`src/rtl/fetch_pkg.sv`:
```
// Shared fetch-stage definitions: PC width, 2-bit direction counter encodings
// and the saturating counter helpers.
package fetch_pkg;

  localparam int PC_WIDTH = 32;

  localparam logic [1:0] CNT_SN = 2'd0;
  localparam logic [1:0] CNT_WN = 2'd1;
  localparam logic [1:0] CNT_WT = 2'd2;
  localparam logic [1:0] CNT_ST = 2'd3;

  function automatic logic [1:0] sat_inc(input logic [1:0] cnt);
    return (cnt == CNT_ST) ? CNT_ST : cnt + 2'd1;
  endfunction

  function automatic logic [1:0] sat_dec(input logic [1:0] cnt);
    return (cnt == CNT_SN) ? CNT_SN : cnt - 2'd1;
  endfunction

endpackage

```
`src/rtl/btb_victim_sel.sv`:
```
// Allocation slot chooser: lowest-index invalid entry, otherwise a round-robin
// victim pointer that wraps at BTB_ENTRIES-1 for any depth.
module btb_victim_sel #(
  parameter int BTB_ENTRIES = 8,
  parameter int IDX_WIDTH   = $clog2(BTB_ENTRIES)
) (
  input  logic                   clk,
  input  logic                   reset,
  input  logic [BTB_ENTRIES-1:0] valid,
  input  logic                   alloc,
  output logic [IDX_WIDTH-1:0]   alloc_idx
);

  localparam logic [IDX_WIDTH-1:0] LAST_IDX = IDX_WIDTH'(BTB_ENTRIES - 1);

  logic [IDX_WIDTH-1:0] ptr_q;
  logic [IDX_WIDTH-1:0] first_inv;
  logic                 any_invalid;

  // NOTE: every variable gets a default before the loop so no latch is inferred.
  always_comb begin
    any_invalid = 1'b0;
    first_inv   = '0;
    for (int i = BTB_ENTRIES - 1; i >= 0; i--) begin
      if (!valid[i]) begin
        any_invalid = 1'b1;
        first_inv   = IDX_WIDTH'(i);
      end
    end
    alloc_idx = any_invalid ? first_inv : ptr_q;
  end

  // NOTE: sequential state uses non-blocking assignments only.
  always_ff @(posedge clk or posedge reset) begin
    if (reset) begin
      ptr_q <= '0;
    end else if (alloc && !any_invalid) begin
      ptr_q <= (ptr_q == LAST_IDX) ? '0 : ptr_q + IDX_WIDTH'(1);
    end
  end

endmodule

```
`src/rtl/btb_assoc_2bc.sv`:
```
// Fully-associative branch target buffer with per-entry 2-bit direction counters,
// combinational fetch lookup, execute-stage training and flush.
module btb_assoc_2bc
  import fetch_pkg::*;
#(
  parameter int         PC_WIDTH    = fetch_pkg::PC_WIDTH,
  parameter int         BTB_ENTRIES = 8,
  parameter logic [1:0] CNT_ALLOC   = CNT_WT
) (
  input  logic                clk,
  input  logic                reset,
  input  logic                flush,
  input  logic [PC_WIDTH-1:0] pc_in,
  output logic                buffer_hit,
  output logic                pred_taken,
  output logic [PC_WIDTH-1:0] next_pc_out,
  input  logic                is_req_pc,
  input  logic [PC_WIDTH-1:0] req_pc,
  input  logic                req_taken,
  input  logic [PC_WIDTH-1:0] predict_target
);

  localparam int IDX_WIDTH = $clog2(BTB_ENTRIES);

  logic [BTB_ENTRIES-1:0] valid_q;
  logic [PC_WIDTH-1:0]    tag_q [BTB_ENTRIES];
  logic [PC_WIDTH-1:0]    tgt_q [BTB_ENTRIES];
  logic [1:0]             cnt_q [BTB_ENTRIES];

  logic [BTB_ENTRIES-1:0] fetch_match, req_match;
  logic [IDX_WIDTH-1:0]   fetch_idx, req_idx, alloc_idx;
  logic                   req_hit, alloc;

  // Lowest matching index wins should two entries ever share a tag.
  always_comb begin
    fetch_idx = '0;
    req_idx   = '0;
    for (int i = BTB_ENTRIES - 1; i >= 0; i--) begin
      fetch_match[i] = valid_q[i] && (tag_q[i] == pc_in);
      req_match[i]   = valid_q[i] && (tag_q[i] == req_pc);
      if (fetch_match[i]) fetch_idx = IDX_WIDTH'(i);
      if (req_match[i])   req_idx   = IDX_WIDTH'(i);
    end
  end

  assign req_hit     = |req_match;
  assign buffer_hit  = |fetch_match;
  assign pred_taken  = buffer_hit && cnt_q[fetch_idx][1];
  assign next_pc_out = pred_taken ? tgt_q[fetch_idx] : pc_in;

  assign alloc = is_req_pc && !flush && !req_hit && req_taken;

  btb_victim_sel #(
    .BTB_ENTRIES (BTB_ENTRIES),
    .IDX_WIDTH   (IDX_WIDTH)
  ) u_victim_sel (
    .clk       (clk),
    .reset     (reset),
    .valid     (valid_q),
    .alloc     (alloc),
    .alloc_idx (alloc_idx)
  );

  // NOTE: the entry arrays are reset explicitly because lookup must see zeros after reset.
  always_ff @(posedge clk or posedge reset) begin
    if (reset) begin
      valid_q <= '0;
      for (int i = 0; i < BTB_ENTRIES; i++) begin
        tag_q[i] <= '0;
        tgt_q[i] <= '0;
        cnt_q[i] <= CNT_SN;
      end
    end else if (flush) begin
      valid_q <= '0;
    end else if (is_req_pc) begin
      if (req_hit) begin
        if (req_taken) begin
          tgt_q[req_idx] <= predict_target;
          cnt_q[req_idx] <= sat_inc(cnt_q[req_idx]);
        end else begin
          cnt_q[req_idx] <= sat_dec(cnt_q[req_idx]);
        end
      end else if (req_taken) begin
        valid_q[alloc_idx] <= 1'b1;
        tag_q[alloc_idx]   <= req_pc;
        tgt_q[alloc_idx]   <= predict_target;
        cnt_q[alloc_idx]   <= CNT_ALLOC;
      end
    end
  end

endmodule

```
`config.mk`:
```
export PLATFORM = sky130hd
export DESIGN_NAME = btb_assoc_2bc
export DESIGN_NICKNAME = d
export VERILOG_FILES = /design/src/rtl/fetch_pkg.sv /design/src/rtl/btb_victim_sel.sv /design/src/rtl/btb_assoc_2bc.sv
export SDC_FILE = /design/constraint.sdc
export NUM_CORES = 2
export LEC_CHECK = 0
export BUFFER_PORTS_ARGS = -buffer_cell sky130_fd_sc_hd__buf_2
export CAP_MARGIN = 10
export CORE_MARGIN = 10
export CORE_UTILIZATION = 55
export DETAILED_ROUTE_END_ITERATION = 10
export PLACE_DENSITY = 0.75
export SYNTH_ARGS = -nofsm -noshare
export SYNTH_HDL_FRONTEND = slang
export SYNTH_SLANG_ARGS = --single-unit
```
`constraint.sdc`:
```
create_clock -name clk -period 18.9 [get_ports clk]
set_input_delay 2.835 -clock clk [delete_from_list [all_inputs] [get_ports clk]]
set_output_delay 2.835 -clock clk [all_outputs]
set_load 0.01 [all_outputs]
```
# After elaboration in Yosys (flattened, before gate mapping)
# Cells that the tools add are included.
# op_classes
n_addsub	3
order_cmp	7
eq_ne	19
mux	71
n_bitwise	9
reduce_logical	37
# ops
operator	n
bitwise mux 256 bit	3
two-way mux 256 bit	3
== test 32 bit	16
demux 32 bit (select 3 bit)	2
two-way mux 32 bit	5
binary-select mux 32 bit (select 3 bit)	1
two-way mux 3 bit	26
two-way mux 16 bit	3
bitwise mux 16 bit	2
two-way mux 8 bit	4
logical AND 1 bit	24
two-way mux 2 bit	8
OR 8 bit	2
OR reduction 8 bit	2
binary-select mux 2 bit (select 3 bit)	2
demux 2 bit (select 3 bit)	2
>= comparator 4 bit (second input constant)	3
inverter 3 -> 4 bit	3
two-way mux 1 bit	9
AND reduction 3 bit	3
AND 8 bit	1
< comparator 4 x 1 -> 1 bit (second input constant)	2
inverter 8 bit	1
nonzero test 2 bit	3
other kinds (13)	16
# totals
ff_bits	539
inputBits	101
output_inout_bits	34
word_cells	172

# Longest topological paths before layout
# logic_depth
ltp_word	19
depth_mapped	15
ltp_nobuf	11

# Cells and area by module
# Synthesis repeated with hierarchy kept, for this count alone.
# hier_totals
hier_cells	2601
hier_area_um2	30855.8
# modules_own_cells
module	instances	cells_each	area_each_um2	seq_area_each_um2
btb_assoc_2bc	1	2575	30606.9	13412.9
btb_victim_sel	1	26	249.0	75.1

# Worst setup path after synthesis
# Ideal clock, no wire load.
# synth_path
path_type	input port to output port
start	input port pc_in[11]
end	output port next_pc_out[10]
arrival_time_ps	5746
t_required_ps	16065
slack_ps	10319
path_stages	13
n_path_buf	2
path_cell_list	clkbuf_1 xor2_1 nor4_1 nand4_1 nor4_1 nand2_1 nand2_1 a31oi_1 a21boi_0 mux2_4 o2bb2ai_4 buf_12 mux2_4
# synth_via
elab_chain_cells	16
elab_cells_between_ends	34
cone_classes	8 x eq/ne; 15 x mux; 1 x bitwise; 10 x reduce/logical
# synth_lines
item	line_no	text
start, declared	btb_assoc_2bc.sv:13	input logic [PC_WIDTH-1:0] pc_in,
== test 32 bit	btb_assoc_2bc.sv:39	fetch_match[i] = valid_q[i] && (tag_q[i] == pc_in);
logical AND 1 bit	btb_assoc_2bc.sv:39	
two-way mux 3 bit (8 in series)	btb_assoc_2bc.sv:41	if (fetch_match[i]) fetch_idx = IDX_WIDTH'(i);
inverter 3 -> 4 bit (implied by the code)	btb_assoc_2bc.sv:48, btb_assoc_2bc.sv:49	
binary-select mux 2 bit (select 3 bit)	btb_assoc_2bc.sv:48	assign pred_taken = buffer_hit && cnt_q[fetch_idx][1];
two-way mux 2 bit (implied by the code) (2 in series)	btb_assoc_2bc.sv:48	
logical AND 1 bit	btb_assoc_2bc.sv:48	
two-way mux 32 bit (*)	btb_assoc_2bc.sv:49	assign next_pc_out = pred_taken ? tgt_q[fetch_idx] : pc_in;
end, declared	btb_assoc_2bc.sv:16	output logic [PC_WIDTH-1:0] next_pc_out,
# Mark *: on every way between the ends. The rest lies on a longest branch, timed or not. The select of a mux whose other input is x is not followed.

# Worst setup path in the final report
# layout_path
start	input port pc_in[25]
end	output port next_pc_out[8]
# The elaborated chain is that of the path after synthesis.

==> flow_summary.ini <==
[yosys]
ys_types = 68
synth_fp_nets = 2760
synth_most_common_cell = dfrtp_1
ys_warn_count = 0
synth_area_leader_cell = dfrtp_1
synth_common_cells = dfrtp_1, mux2_2, xor2_1
async_flop_share_pct = 100
yosysSeqAreaShare_pct = 43.2
synth_area_mm2 = 0.0312
ys_seq_elements = 539
synth_top_area_share_pct = 43.2
syn-mean-instance-area_um2 = 11.8
synthTopCellsByArea = dfrtp_1, mux2_2, xor2_1, mux2i_1, xnor2_1
yosys_most_used_dff = dfrtp_1
syn_inst = 2657
synth-edff-count = 0

[global_routing]
grt_max_degree = 169
grt_pass1_vias = 23300
antenna_found_initial = 2
gr-usage-all-layers_pct = 31.1
grt-ovfl-total = 0
grt_pass1_wl_mm = 155

[power]
p_leak_nw = 15.4
vdd_ir_drop_max_v = 0.0000873
power_mw = 3.05
p_per_area_mw_per_mm2 = 88.9

[floorplan]
io_pins = 135
chipWidth_um = 258
dieArea_mm2 = 0.0667
placeableCoreArea_mm2 = 0.0563
floorplan.initialDensity_pct = 55.5
die_h_um = 258
placementRows = 87

[cts]
worstSkewPairLatency_ns = 0.65
htreeDepth = 2
clkTransAtPathRegs_ns = 0.06
hold_buffers = 0
cts_setup_buffers = 0
cts_resized = 0
cts_tree = built
clkSinkCount = 539
clock_path_buffers = 3
root_buffer = clkbuf_16
cts_buffers = 59

[worst_hold_path]
hold_path.class = reg -> reg

[placed_design]
place_area_mm2 = 0.0322
portBuffers = 134
dp.cells = 3404
gp_congestion = 1.00
post-dp-hpwl_mm = 70.1

[critical_path]
cp.required_ns = 16.07
end_kind = output pin
cp-start-kind = input pin
worstPathArrival_ns = 8.19
critical_path_peak_fanout = 68
crit_type = in -> out

[routing]
detailroute.via_count = 22600
totalWireLength_mm = 105
firstDrtPassIters = 5
routedWlPerCell_um = 29.9
antenna_left = 0
drt-initial-drc-count = 2279
post-route-drc-count = 0
via_per_inst = 6.42

[timing]
maxSlewHeadroom_pct = 17.7
fin_skew_ns = 0.0291
fin_setup_tns_ns = 0
rsz0062_at_grt = no
min_period_ns = 11.02
whs_ns = 0.474
hold_viol_final = 0
drv_slew = 0
worstMarginPinSlew_ns = 1.23
post-route-period-util_pct = 58.3
fmax_mhz = 90.7
setup_viol = 0

[finish]
stdcell_count = 3518
area_growth_pct = 9.98
final_cell_area_mm2 = 0.0343
final_nets = 2813
drive_gt1_share_pct = 30.2

[job]
maxCapViolations = 0

[status]
status = finished, final reports clean
## through the flow
stage               utilization [%]  setup slack [ns]
finish                         61.0              7.88
global placement               57.1              8.07
floorplan                         -              1.00
detailed placement             57.1              7.99
global route                   61.0              7.72
CTS                            61.0              7.99
## kinds of logic after synthesis
logic type	share of synthesized area [%]
flops	43.2
fa+ha+maj	0.116
buf+inv	3.44
xor+xnor	14.2
simple gates	9.87
compound gates	2.37
mux	26.8
## report_power, final
part / switching, mW / total, mW / internal [mW]
registers: 0.0796 / 1.32 / 1.24
clock network: 0.500 / 1.26 / 0.760
logic: 0.282 / 0.475 / 0.192
## cell usage in the layout (no fill, tap or decap), types with 5 or more instances in the layout
master / n
nand2_2: 5
nor4_1: 153
clkbuf_16: 60
xor2_1: 331
nor2b_1: 7
mux2_2: 512
buf_2: 134
nand2b_1: 16
inv_1: 25
mux2_1: 11
clkinv_2: 13
nand4_1: 93
clkbuf_8: 17
bufinv_16: 8
and3_1: 6
or4_1: 14
nor2_1: 22
mux2_4: 30
clkbuf_1: 5
a31oi_1: 8
xnor2_1: 176
o21ai_0: 54
and2_1: 8
nand2_1: 98
nand3_1: 36
dfrtp_1: 539
nand4b_1: 15
a21oi_1: 17
buf_4: 28
nor3_1: 36
nor4b_1: 9
mux2i_1: 202
## worst paths after layout
check                                         end  slack [ns]  depth (start not counted)             startpoint
setup / recovery                   next_pc_out[8]        7.88                         14              pc_in[25]
hold / removal               cnt_q[8]$_DFFE_PP0P_        0.47                          2   cnt_q[8]$_DFFE_PP0P_
setup reg to reg           tgt_q[156]$_DFFE_PP0P_       14.35                         11  tag_q[34]$_DFFE_PP0P_
hold reg to reg              cnt_q[8]$_DFFE_PP0P_        0.47                          2   cnt_q[8]$_DFFE_PP0P_
max in group asynchronous  tag_q[253]$_DFFE_PP0P_       14.88                          3                  reset
min in group asynchronous   tag_q[18]$_DFFE_PP0P_        2.41                          2                  reset
## area by class of cell
cell class,instances,area (µm²)
repair buffers,164,921
flip-flops and latches,539,13500
well taps,756,946
clock inverters,30,413
fillers,4593,21900
diodes,1,2.50
multi-input cells,1920,16700
inverters,26,105
clock buffers,82,1750
## sequential cells by signal (all words and copies together) (netlist names)
register            cells
cnt_q                  16
tag_q                 256
tgt_q                 256
u_victim_sel.ptr_q      3
valid_q                 8
## layer usage
layer,wire (µm),track usage (%),up-vias
met1,43800,40.6,11600
met4,4800,13.5,0
met2,48800,50.1,1009
met3,7850,5.56,243
met5,0,0,-
li1,-,-,9687
## worst max-delay path, stage by stage
cell	delay, ns
buf_2	0.49
xor2_1	0.20
nor4b_1	0.32
nand4_1	0.14
or4_1	0.67
and2_1	0.26
a21oi_4	0.18
buf_4	0.91
buf_4	0.89
mux2i_1	0.30
mux2i_1	0.09
mux2_2	0.34
mux2_4	0.27
buf_2	0.14
(Power assumes the default switching activity.)
